<file path="src/rtl/ssd_scan_mux.sv">
// Six-digit 7-segment scan driver: one shared segment bus, one digit at a
// time, with a blank dead time per slot and 1 Hz field blinking.
// Ports: clk, reset (sync, active high), tc_time_base (1 Hz pulse),
//   blink_mask[2:0] (hours/minutes/seconds), six 7-bit digit codes,
//   seg_out[6:0], digit_en[5:0], frame_start (registered outputs).
module ssd_scan_mux #(
   parameter int         SCAN_DIV         = 50000,
   parameter int         GAP              = 16,
   parameter bit         DIGIT_ACTIVE_LOW = 1'b1,
   parameter logic [6:0] BLANK_CODE       = 7'h7F
) (
   input  logic       clk,
   input  logic       reset,
   input  logic       tc_time_base,
   input  logic [2:0] blink_mask,
   input  logic [6:0] right_seconds_in,
   input  logic [6:0] left_seconds_in,
   input  logic [6:0] right_minutes_in,
   input  logic [6:0] left_minutes_in,
   input  logic [6:0] right_hours_in,
   input  logic [6:0] left_hours_in,
   output logic [6:0] seg_out,
   output logic [5:0] digit_en,
   output logic       frame_start
);

   localparam int DW = (SCAN_DIV > 1) ? $clog2(SCAN_DIV) : 1;
   localparam logic [DW-1:0] DIV_LAST = DW'(SCAN_DIV - 1);
   localparam logic [5:0] EN_OFF = DIGIT_ACTIVE_LOW ? 6'h3F : 6'h00;

   logic [DW-1:0] div;
   logic [2:0]    slot;
   logic          blink_phase;
   logic          in_gap;
   logic          field_blink;
   logic [6:0]    slot_code;
   logic [5:0]    slot_en;

   // Dead time at the head of each slot stops the previous digit's
   // segments ghosting onto the next digit.
   generate
      if (GAP == 0) begin : g_nogap
         assign in_gap = 1'b0;
      end else begin : g_gap
         localparam logic [DW:0] GAP_W = (DW+1)'(GAP);
         assign in_gap = {1'b0, div} < GAP_W;
      end
   endgenerate

   always_comb begin
      slot_code   = BLANK_CODE;
      slot_en     = 6'b000000;
      field_blink = 1'b0;
      unique case (slot)
         3'd0: begin
            slot_code   = right_seconds_in;
            slot_en     = 6'b000001;
            field_blink = blink_mask[0];
         end
         3'd1: begin
            slot_code   = left_seconds_in;
            slot_en     = 6'b000010;
            field_blink = blink_mask[0];
         end
         3'd2: begin
            slot_code   = right_minutes_in;
            slot_en     = 6'b000100;
            field_blink = blink_mask[1];
         end
         3'd3: begin
            slot_code   = left_minutes_in;
            slot_en     = 6'b001000;
            field_blink = blink_mask[1];
         end
         3'd4: begin
            slot_code   = right_hours_in;
            slot_en     = 6'b010000;
            field_blink = blink_mask[2];
         end
         3'd5: begin
            slot_code   = left_hours_in;
            slot_en     = 6'b100000;
            field_blink = blink_mask[2];
         end
         default: ;
      endcase
   end

   always_ff @(posedge clk) begin
      if (reset) begin
         div         <= '0;
         slot        <= 3'd0;
         blink_phase <= 1'b0;
         seg_out     <= BLANK_CODE;
         digit_en    <= EN_OFF;
         frame_start <= 1'b0;
      end else begin
         frame_start <= (div == '0) && (slot == 3'd0);
         if (in_gap) begin
            seg_out  <= BLANK_CODE;
            digit_en <= EN_OFF;
         end else begin
            // Blinked digits keep their enable; only the segments go dark.
            seg_out  <= (blink_phase && field_blink) ? BLANK_CODE : slot_code;
            digit_en <= DIGIT_ACTIVE_LOW ? ~slot_en : slot_en;
         end
         if (tc_time_base)
            blink_phase <= ~blink_phase;
         if (div == DIV_LAST) begin
            div  <= '0;
            slot <= (slot == 3'd5) ? 3'd0 : slot + 3'd1;
         end else begin
            div <= div + 1'b1;
         end
      end
   end

endmodule

</file>
<file path="config.mk">
export PLATFORM = sky130hd
export DESIGN_NAME = ssd_scan_mux
export DESIGN_NICKNAME = d
export VERILOG_FILES = /design/src/rtl/ssd_scan_mux.sv
export SDC_FILE = /design/constraint.sdc
export NUM_CORES = 1
export LEC_CHECK = 0
export CORE_MARGIN = 2
export CORE_UTILIZATION = 48
export CTS_CLUSTER_DIAMETER = 80
export DETAILED_ROUTE_END_ITERATION = 10
export PLACE_DENSITY = 0.85
export SYNTH_ARGS = -nofsm -noshare
export SYNTH_HDL_FRONTEND = slang
export SYNTH_SLANG_ARGS = --single-unit
</file>
<file path="constraint.sdc">
create_clock -name clk -period 7.7 [get_ports clk]
set_input_delay 1.155 -clock clk [delete_from_list [all_inputs] [get_ports clk]]
set_output_delay 1.155 -clock clk [all_outputs]
set_load 0.05 [all_outputs]
</file>
==> impl_metrics.tcl, run 1 <==
set metrics [dict create \
    drtAntennaViolNets 0 \
    layoutNonFillerInstCount 298 \
    r2r_end "seg_out[4]" \
    min_period_ns 2.64 \
    first_iter_violations 103 \
    port_buffers 61 \
    cts-buffers-inserted 5 \
    routed_wl_um 4270 \
    fin_tns_setup_ns 0 \
    overflow 0 \
    fin_skew_ns 0.00511 \
    syn_nets 245 \
    grt_pass1_vias 1570 \
    stdcell_area_mm2 0.00238 \
    synth_top_family_by_area "simple AND/OR/NAND/NOR gates" \
    die_w_um 63.8 \
    r2r_slack_ns 5.21 \
    synth.ff_latch_count 34 \
    postCtsSetupBuffers 0 \
    worst_pin_slew_ns 0.833 \
    fmaxAchievable_mhz 379 \
    grtUsageTotal 0.223 \
    synth.area.top_cells "dfxtp_1, nor2_1, nand2_1" \
    initial_core_util 0.507 \
    min-delay-path-class "reg2reg" \
    slowest_stage "clkdlybuf4s50_1" \
    yosys.area.top_type "dfxtp_1" \
    fillers 269 \
    setup.worst_path.start_class "register" \
    cp.arrival_ns 1.49 \
    ys_seq_area_frac 0.396 \
    cp_data_required_time_ns 6.55 \
    slew_headroom 0.440 \
    dpl.cell_count 291 \
    critical_path_buf_inv_count 1 \
    n_antenna_cell 0 \
    cts_tree "built" \
    rr_worst_depth 5 \
    setup_violations 0 \
    clock-sinks 34 \
    place_hpwl_um 3140 \
    num_vias 1642 \
    fin_crit_sh 0.343 \
    clk_pin_slew_ns 0.10 \
    htreeDepth 2 \
    dieArea_mm2 0.00407 \
    grt_pass1_wl_um 7120 \
    place_congestion 0.800 \
    ios 62 \
    synth_compound_area_frac 0.160 \
    critPathKind "reg2out" \
    async_reset_ff_frac 0 \
    synth-xor-area-share 0.0714 \
    syn_to_final_growth_pct 38.6 \
    routed_via_density 5.51 \
    slowest_delay_ns 0.80 \
    cp-end-kind "output port" \
    yosysWarnings 0 \
    finalHoldWorstSlack_ns 0.491 \
    synthSimpleGateAreaFrac 0.263 \
    hold_viol_final 0 \
    peakVddDrop_uv 103 \
    num_rows 21 \
    syn_area_per_cell_um2 8.86 \
    drive_gt1_frac 0.0635 \
    outcome "finished, final reports clean" \
    synth_cell_types 48 \
    clk_latency_ns 0.34 \
    min_to "div[0]" \
    min_from "div[0]" \
    grt_max_degree 22 \
    path_cells "clkdlybuf4s50_1" \
    synthCells 194 \
    synthesis.area_mm2 0.00172 \
    wl_per_cell_um 14.3 \
    clock-root-buffer "clkbuf_4" \
    p_leak_nw 0.826 \
    rsz0062_at_grt "no" \
    muxShareOfSynthArea 0.0430 \
    drc 0 \
    power.density_mw_per_mm2 130 \
    maxCapViolations 0 \
    cts_buffer_depth 2 \
    core_mm2 0.00339 \
    regArea_um2 681 \
    crit_family "buffers and inverters" \
    crit_fanout 1 \
    whs_path_depth 1 \
    cts_resized 0 \
    drv_slew 0 \
    synth_edf_count 0 \
    yosys_most_used_dff "dfxtp_1" \
    rr_startpoint "slot[0]" \
    synth_fa_ha_area_frac 0.0218 \
    die_h_um 63.8 \
    hold_buffers 0 \
    synth_top_area_share 0.396 \
    drtPass1Iterations 4 \
    multi_input_area_um2 961 \
    antenna_found_initial 0 \
    place_area_mm2 0.00234 \
    fin_nets 303 \
]
-- flip-flops by register name, indices dropped and copies added (netlist names) --
register / flops
blink_phase: 1
digit_en: 6
div: 16
frame_start: 1
seg_out: 7
slot: 3
-- layout by cell type, fill, tap and decap left out, types with 3 or more instances in the layout --
| master | netlist | routed |
|---|---|---|
| nor2b_1 | 4 | 4 |
| nand2_1 | 17 | 17 |
| xor2_1 | 7 | 7 |
| clkdlybuf4s50_1 | 0 | 61 |
| nor3_1 | 8 | 8 |
| o21ai_0 | 5 | 5 |
| xnor2_1 | 7 | 7 |
| nor2_1 | 21 | 21 |
| inv_1 | 7 | 7 |
| clkbuf_4 | 0 | 5 |
| ha_1 | 3 | 3 |
| nand3_1 | 9 | 9 |
| mux2i_1 | 4 | 4 |
| or3_1 | 3 | 3 |
| a21oi_1 | 5 | 5 |
| nand4_1 | 4 | 4 |
| a22oi_1 | 7 | 7 |
| dfxtp_1 | 34 | 34 |
-- cell families (layout without fill, tap and decap cells) --
group                    Yosys count  in the layout
XOR/XNOR                          14             14
adder cells (fa/ha/maj)            3              3
AO/OA/AOI/OAI                     34             34
multiplexers                       7              7
AND/OR/NAND/NOR                   85             85
buffers and inverters             17             75
flip-flops                        34             34
-- cells in the mapped netlist (all sizes together), types with 4 or more instances --
| cell | instances |
|---|---|
| dfxtp | 34 |
| nor2 | 21 |
| nand2 | 17 |
| nand3 | 10 |
| nor3 | 8 |
| a22oi | 7 |
| inv | 7 |
| xnor2 | 7 |
| xor2 | 7 |
| buf | 6 |
| o21ai | 6 |
| a21oi | 5 |
| clkbuf | 4 |
| mux2i | 4 |
| nand4 | 4 |
| nor2b | 4 |
-- per-stage QoR --
step / utilization / power (mW) / setup WS, ns
2_1_floorplan: - / 0.195 / 5.27
3_3_place_gp: 0.689 / 0.222 / 4.72
3_5_place_dp: 0.689 / 0.223 / 4.71
4_1_cts: 0.702 / 0.313 / 5.06
5_1_grt: 0.702 / 0.326 / 4.99
6_report: 0.702 / 0.311 / 5.06
-- report_power, final --
part	switching [mW]	total [mW]	internal, mW
Combinational	0.0118	0.0382	0.0264
Clock	0.0574	0.0918	0.0344
Sequential	0.00233	0.181	0.178
-- per-layer routing --
metal | track usage | vias to the layer above | share of wire
met5 | 0 | - | 0
met3 | 0.0792 | 5 | 0.091
met4 | 0.0571 | 0 | 0.011
met1 | 0.274 | 761 | 0.42
met2 | 0.371 | 61 | 0.48
li1 | - | 815 | -
-- layout make-up --
| cell class | instances | area share |
|---|---|---|
| timing repair buffer | 61 | 0.256 |
| sequential | 34 | 0.286 |
| clock buffer | 7 | 0.0189 |
| tap | 46 | 0.0242 |
| multi-input combinational | 143 | 0.404 |
| inverter | 7 | 0.0110 |
-- worst max path at each step --
stage,to,slack [ns],cells after the start,from
final,seg_out[2],5.06,1,seg_out[2]
after global routing,seg_out[4],4.99,4,reset
after CTS,digit_en[2],5.06,1,digit_en[2]
after detailed placement,seg_out[4],4.71,4,reset
after global placement,seg_out[4],4.72,4,reset
after floorplan,seg_out[4],5.27,8,slot[0]
(Power assumes the default switching activity.)
==> inputs of run 2 (changes only) <==
- CORE_UTILIZATION: 48 -> 40
- PLACE_DENSITY: 0.85 -> 0.76
- clock period: 7.7 -> 2.3 ns (I/O delays scaled with it)
==> impl_metrics.tcl, run 2 (synthesized netlist as in run 1, its figures left out) <==
set metrics [dict create \
    hold_viol_final 0 \
    fmaxAchievable_mhz 514 \
    min_period_ns 1.94 \
    top_regs "div (16), seg_out (7), digit_en (6)" \
    port_buffers 61 \
    place_hpwl_um 3250 \
    clock-sinks 34 \
    dpl.cell_count 303 \
    cts-buffers-inserted 5 \
    cp_data_required_time_ns 2.47 \
    intPower_uw 989 \
    first_iter_violations 61 \
    worst_pin_slew_ns 0.589 \
    num_rows 23 \
    fin_skew_ns 0.00504 \
    grtUsageTotal 0.182 \
    clk_latency_ns 0.29 \
    grt_pass1_wl_um 7200 \
    drtPass1Iterations 4 \
    routed_via_density 5.19 \
    power.density_mw_per_mm2 498 \
    switching_share 0.209 \
    cts_buffer_depth 2 \
    drive_gt1_frac 0.103 \
    place_area_mm2 0.00240 \
    clkPwrFrac 0.413 \
    drtAntennaViolNets 0 \
    cp.arrival_ns 2.12 \
    fin_nets 311 \
    htreeDepth 2 \
    place_congestion 0.806 \
    drv_slew 0 \
    initial_core_util 0.423 \
    setup_violations 0 \
    rsz0062_at_grt "no" \
    ios 62 \
    crit_fanout 10 \
    grt_pass1_vias 1560 \
    comb_power_share 0.104 \
    p_leak_nw 0.898 \
    dieArea_mm2 0.00484 \
    die_h_um 69.5 \
    switchingPower_uw 261 \
    drc 0 \
    die_w_um 69.5 \
    wl_per_cell_um 14.0 \
    power_mw 1.25 \
    largest_reg_flops 16 \
    slew_headroom 0.604 \
    maxCapViolations 0 \
    final_cell_mix "clkdlybuf4s50_1, dfxtp_1, nor2_1" \
    r2r_slack_ns 0.36 \
    peakVddDrop_uv 284 \
    utilization 0.619 \
    fin_tns_setup_ns 0 \
    grt_max_degree 16 \
    min-delay-path-class "reg2reg" \
    layoutNonFillerInstCount 311 \
    overflow 0 \
    routed_wl_um 4360 \
    cts_tree "built" \
    clock-root-buffer "clkbuf_8" \
    seq_power_share 0.483 \
    antenna_found_initial 0 \
    syn_to_final_growth_pct 46.2 \
    n_antenna_cell 0 \
    outcome "finished, final reports clean" \
    stdcell_area_mm2 0.00251 \
    critPathKind "reg2reg" \
    num_vias 1615 \
    cts_resized 0 \
    top_register "div" \
    postCtsSetupBuffers 0 \
    clk_pin_slew_ns 0.07 \
    fin_crit_sh 0.845 \
    hold_buffers 0 \
    cp-end-kind "register" \
    core_mm2 0.00406 \
    setup.worst_path.start_class "register" \
    final_common_cell "clkdlybuf4s50_1" \
]
[run 2: changes by cell type in the layout (fill, tap and decap cells not counted)]
cell / previous run / this run
buf_4: 0 / 8
clkbuf_1: 2 / 0
clkbuf_4: 5 / 0
clkbuf_8: 0 / 8
[run 2: layout make-up]
cell class | count | area, um^2
fill | 351 | 1550
multi-input combinational | 143 | 961
sequential | 34 | 681
timing repair buffer | 69 | 671
clock buffer | 8 | 110
tap | 50 | 62.6
inverter | 7 | 26.3
[run 2: critical path, cell delays in order, from the launching register on]
cell and delay, ns:
dfxtp_1 0.51, and2_1 0.18, ha_1 0.25, a2bb2oi_1 0.24
o221ai_2 0.12, buf_4 0.18, or3_1 0.35
[run 2: routing by layer]
metal,up-vias,wire [um],global-route usage
li1,828,-,-
met1,731,1970,0.220
met2,51,2030,0.301
met3,5,327,0.0669
met4,0,42,0.0523
met5,-,0,0
[run 2: final timing paths]
| path | cells after the start | start | to |
|---|---|---|---|
| setup / recovery | 6 | slot[0] | seg_out[5] |
| hold / removal | 1 | div[0] | div[0] |
| setup reg to reg | 6 | slot[0] | seg_out[5] |
| hold reg to reg | 1 | div[0] | div[0] |
[run 2: power by group through the flow]
stage,Clock [mW],Combinational [mW],Sequential [mW]
5_1_grt,0.558,0.139,0.604
3_3_place_gp,0,0.128,0.617
4_1_cts,0.528,0.131,0.604
6_report,0.516,0.130,0.604
2_1_floorplan,0,0.0311,0.623
3_5_place_dp,0,0.130,0.617
[run 2: metrics by stage]
stage | worst slack (ns) | hold slack [ns]
after floorplan | 0.0931 | 0.438
after global routing | 0.193 | 0.517
after CTS | 0.352 | 0.476
after global placement | 0.313 | 0.458
after detailed placement | 0.303 | 0.459
final | 0.356 | 0.470
==> inputs of run 3 (changes only) <==
- CORE_UTILIZATION: 40 -> 44
- PLACE_DENSITY: 0.76 -> 0.79
- clock period: 2.3 -> 1.8 ns (I/O delays scaled with it)
==> impl_metrics.tcl, run 3 (synthesized netlist as in run 1, its figures left out) <==
set metrics [dict create \
    initial_core_util 0.462 \
    cts_resized 0 \
    clk_latency_ns 0.28 \
    grt_max_degree 16 \
    path_cells "clkdlybuf4s50_1" \
    finalHoldWorstSlack_ns 0.484 \
    cts_tree "built" \
    die_h_um 66.5 \
    whs_path_depth 1 \
    met1_usage 0.227 \
    syn_to_final_growth_pct 51.6 \
    num_rows 22 \
    drc 0 \
    place_area_mm2 0.00252 \
    dieArea_mm2 0.00442 \
    dpl.cell_count 312 \
    n_antenna_cell 0 \
    die_w_um 66.5 \
    cp.depth 1 \
    cp-end-kind "output port" \
    place_congestion 0.827 \
    drv_slew 0 \
    stdcell_area_mm2 0.00260 \
    setup_violations 0 \
    p_leak_nw 0.947 \
    setup.worst_path.start_class "register" \
    slowest_delay_ns 0.82 \
    postCtsSetupBuffers 0 \
    dp_slack_ns 0.0248 \
    final_common_cell "clkdlybuf4s50_1" \
    critical_path_buf_inv_count 1 \
    clock-sinks 34 \
    num_vias 1663 \
    top_register "div" \
    first_iter_violations 97 \
    hold_viol_final 0 \
    hold_buffers 0 \
    slowest_stage "clkdlybuf4s50_1" \
    core_mm2 0.00372 \
    outcome "finished, final reports clean" \
    busiest_layer "met2" \
    drive_gt1_frac 0.152 \
    cts_buffer_depth 2 \
    port_buffers 61 \
    worst_pin_slew_ns 0.511 \
    grt_pass1_wl_um 6760 \
    rsz0062_at_grt "no" \
    power_mw 1.49 \
    min-delay-path-class "reg2reg" \
    drtPass1Iterations 4 \
    grtUsageTotal 0.203 \
    fin_crit_sh 0.952 \
    fin_nets 322 \
    clk_pin_slew_ns 0.07 \
    routed_via_density 5.23 \
    cp_data_required_time_ns 1.53 \
    fin_tns_setup_ns 0 \
    met2_usage 0.363 \
    utilization 0.701 \
    gr-usage-met3 0.0591 \
    top_regs "div (16), seg_out (7), digit_en (6)" \
    cp.arrival_ns 1.44 \
    crit_fanout 1 \
    htreeDepth 2 \
    place_hpwl_um 3440 \
    routed_wl_um 4360 \
    fin_ws_ns 0.0872 \
    crit_family "buffers and inverters" \
    overflow 0 \
    slew_headroom 0.657 \
    fin_skew_ns 0.00492 \
    grt_pass1_vias 1523 \
    rr_worst_depth 5 \
    final_cell_mix "clkdlybuf4s50_1, dfxtp_1, nor2_1" \
    power.density_mw_per_mm2 574 \
    fmaxAchievable_mhz 584 \
    ios 62 \
    drtAntennaViolNets 0 \
    wl_per_cell_um 13.7 \
    cts-buffers-inserted 5 \
    critPathKind "reg2out" \
    clock-root-buffer "clkbuf_8" \
    antenna_found_initial 0 \
    peakVddDrop_uv 418 \
    layoutNonFillerInstCount 318 \
    min_period_ns 1.71 \
    maxCapViolations 0 \
    largest_reg_flops 16 \
]
==> run 3: cell count changes in the layout (fill, tap and decap cells not counted), sizes merged <==
cell / previous run / this run
clkbuf: 8 / 6
buf: 8 / 19
==> run 3: path summary, 6_finish.rpt <==
path,to,startpoint,slack (ns)
max,seg_out[4],seg_out[4],0.09
min,div[0],div[0],0.48
min reg2reg,div[0],div[0],0.48
max reg2reg,seg_out[4],slot[0],0.17
==> run 3: cell type report <==
| cell class | instances | area (um^2) |
|---|---|---|
| tap | 48 | 60.1 |
| inverter | 7 | 26.3 |
| sequential | 34 | 682 |
| multi-input combinational | 143 | 987 |
| clock buffer | 6 | 82.6 |
| fill | 315 | 1110 |
| timing repair buffer | 80 | 766 |
==> run 3: metal layers <==
layer | up-vias | share of wire | wire length [um]
met5 | - | 0 | 0
met4 | 0 | 0.019 | 84
met3 | 8 | 0.078 | 339
met2 | 60 | 0.48 | 2080
met1 | 742 | 0.43 | 1850
li1 | 853 | - | -
==> run 3: report_power, final <==
group | internal (mW) | switching (mW) | total (mW)
Clock | 0.295 | 0.258 | 0.552
Sequential | 0.763 | 0.00946 | 0.772
Combinational | 0.119 | 0.0511 | 0.170
Total | 1.18 | 0.318 | 1.49
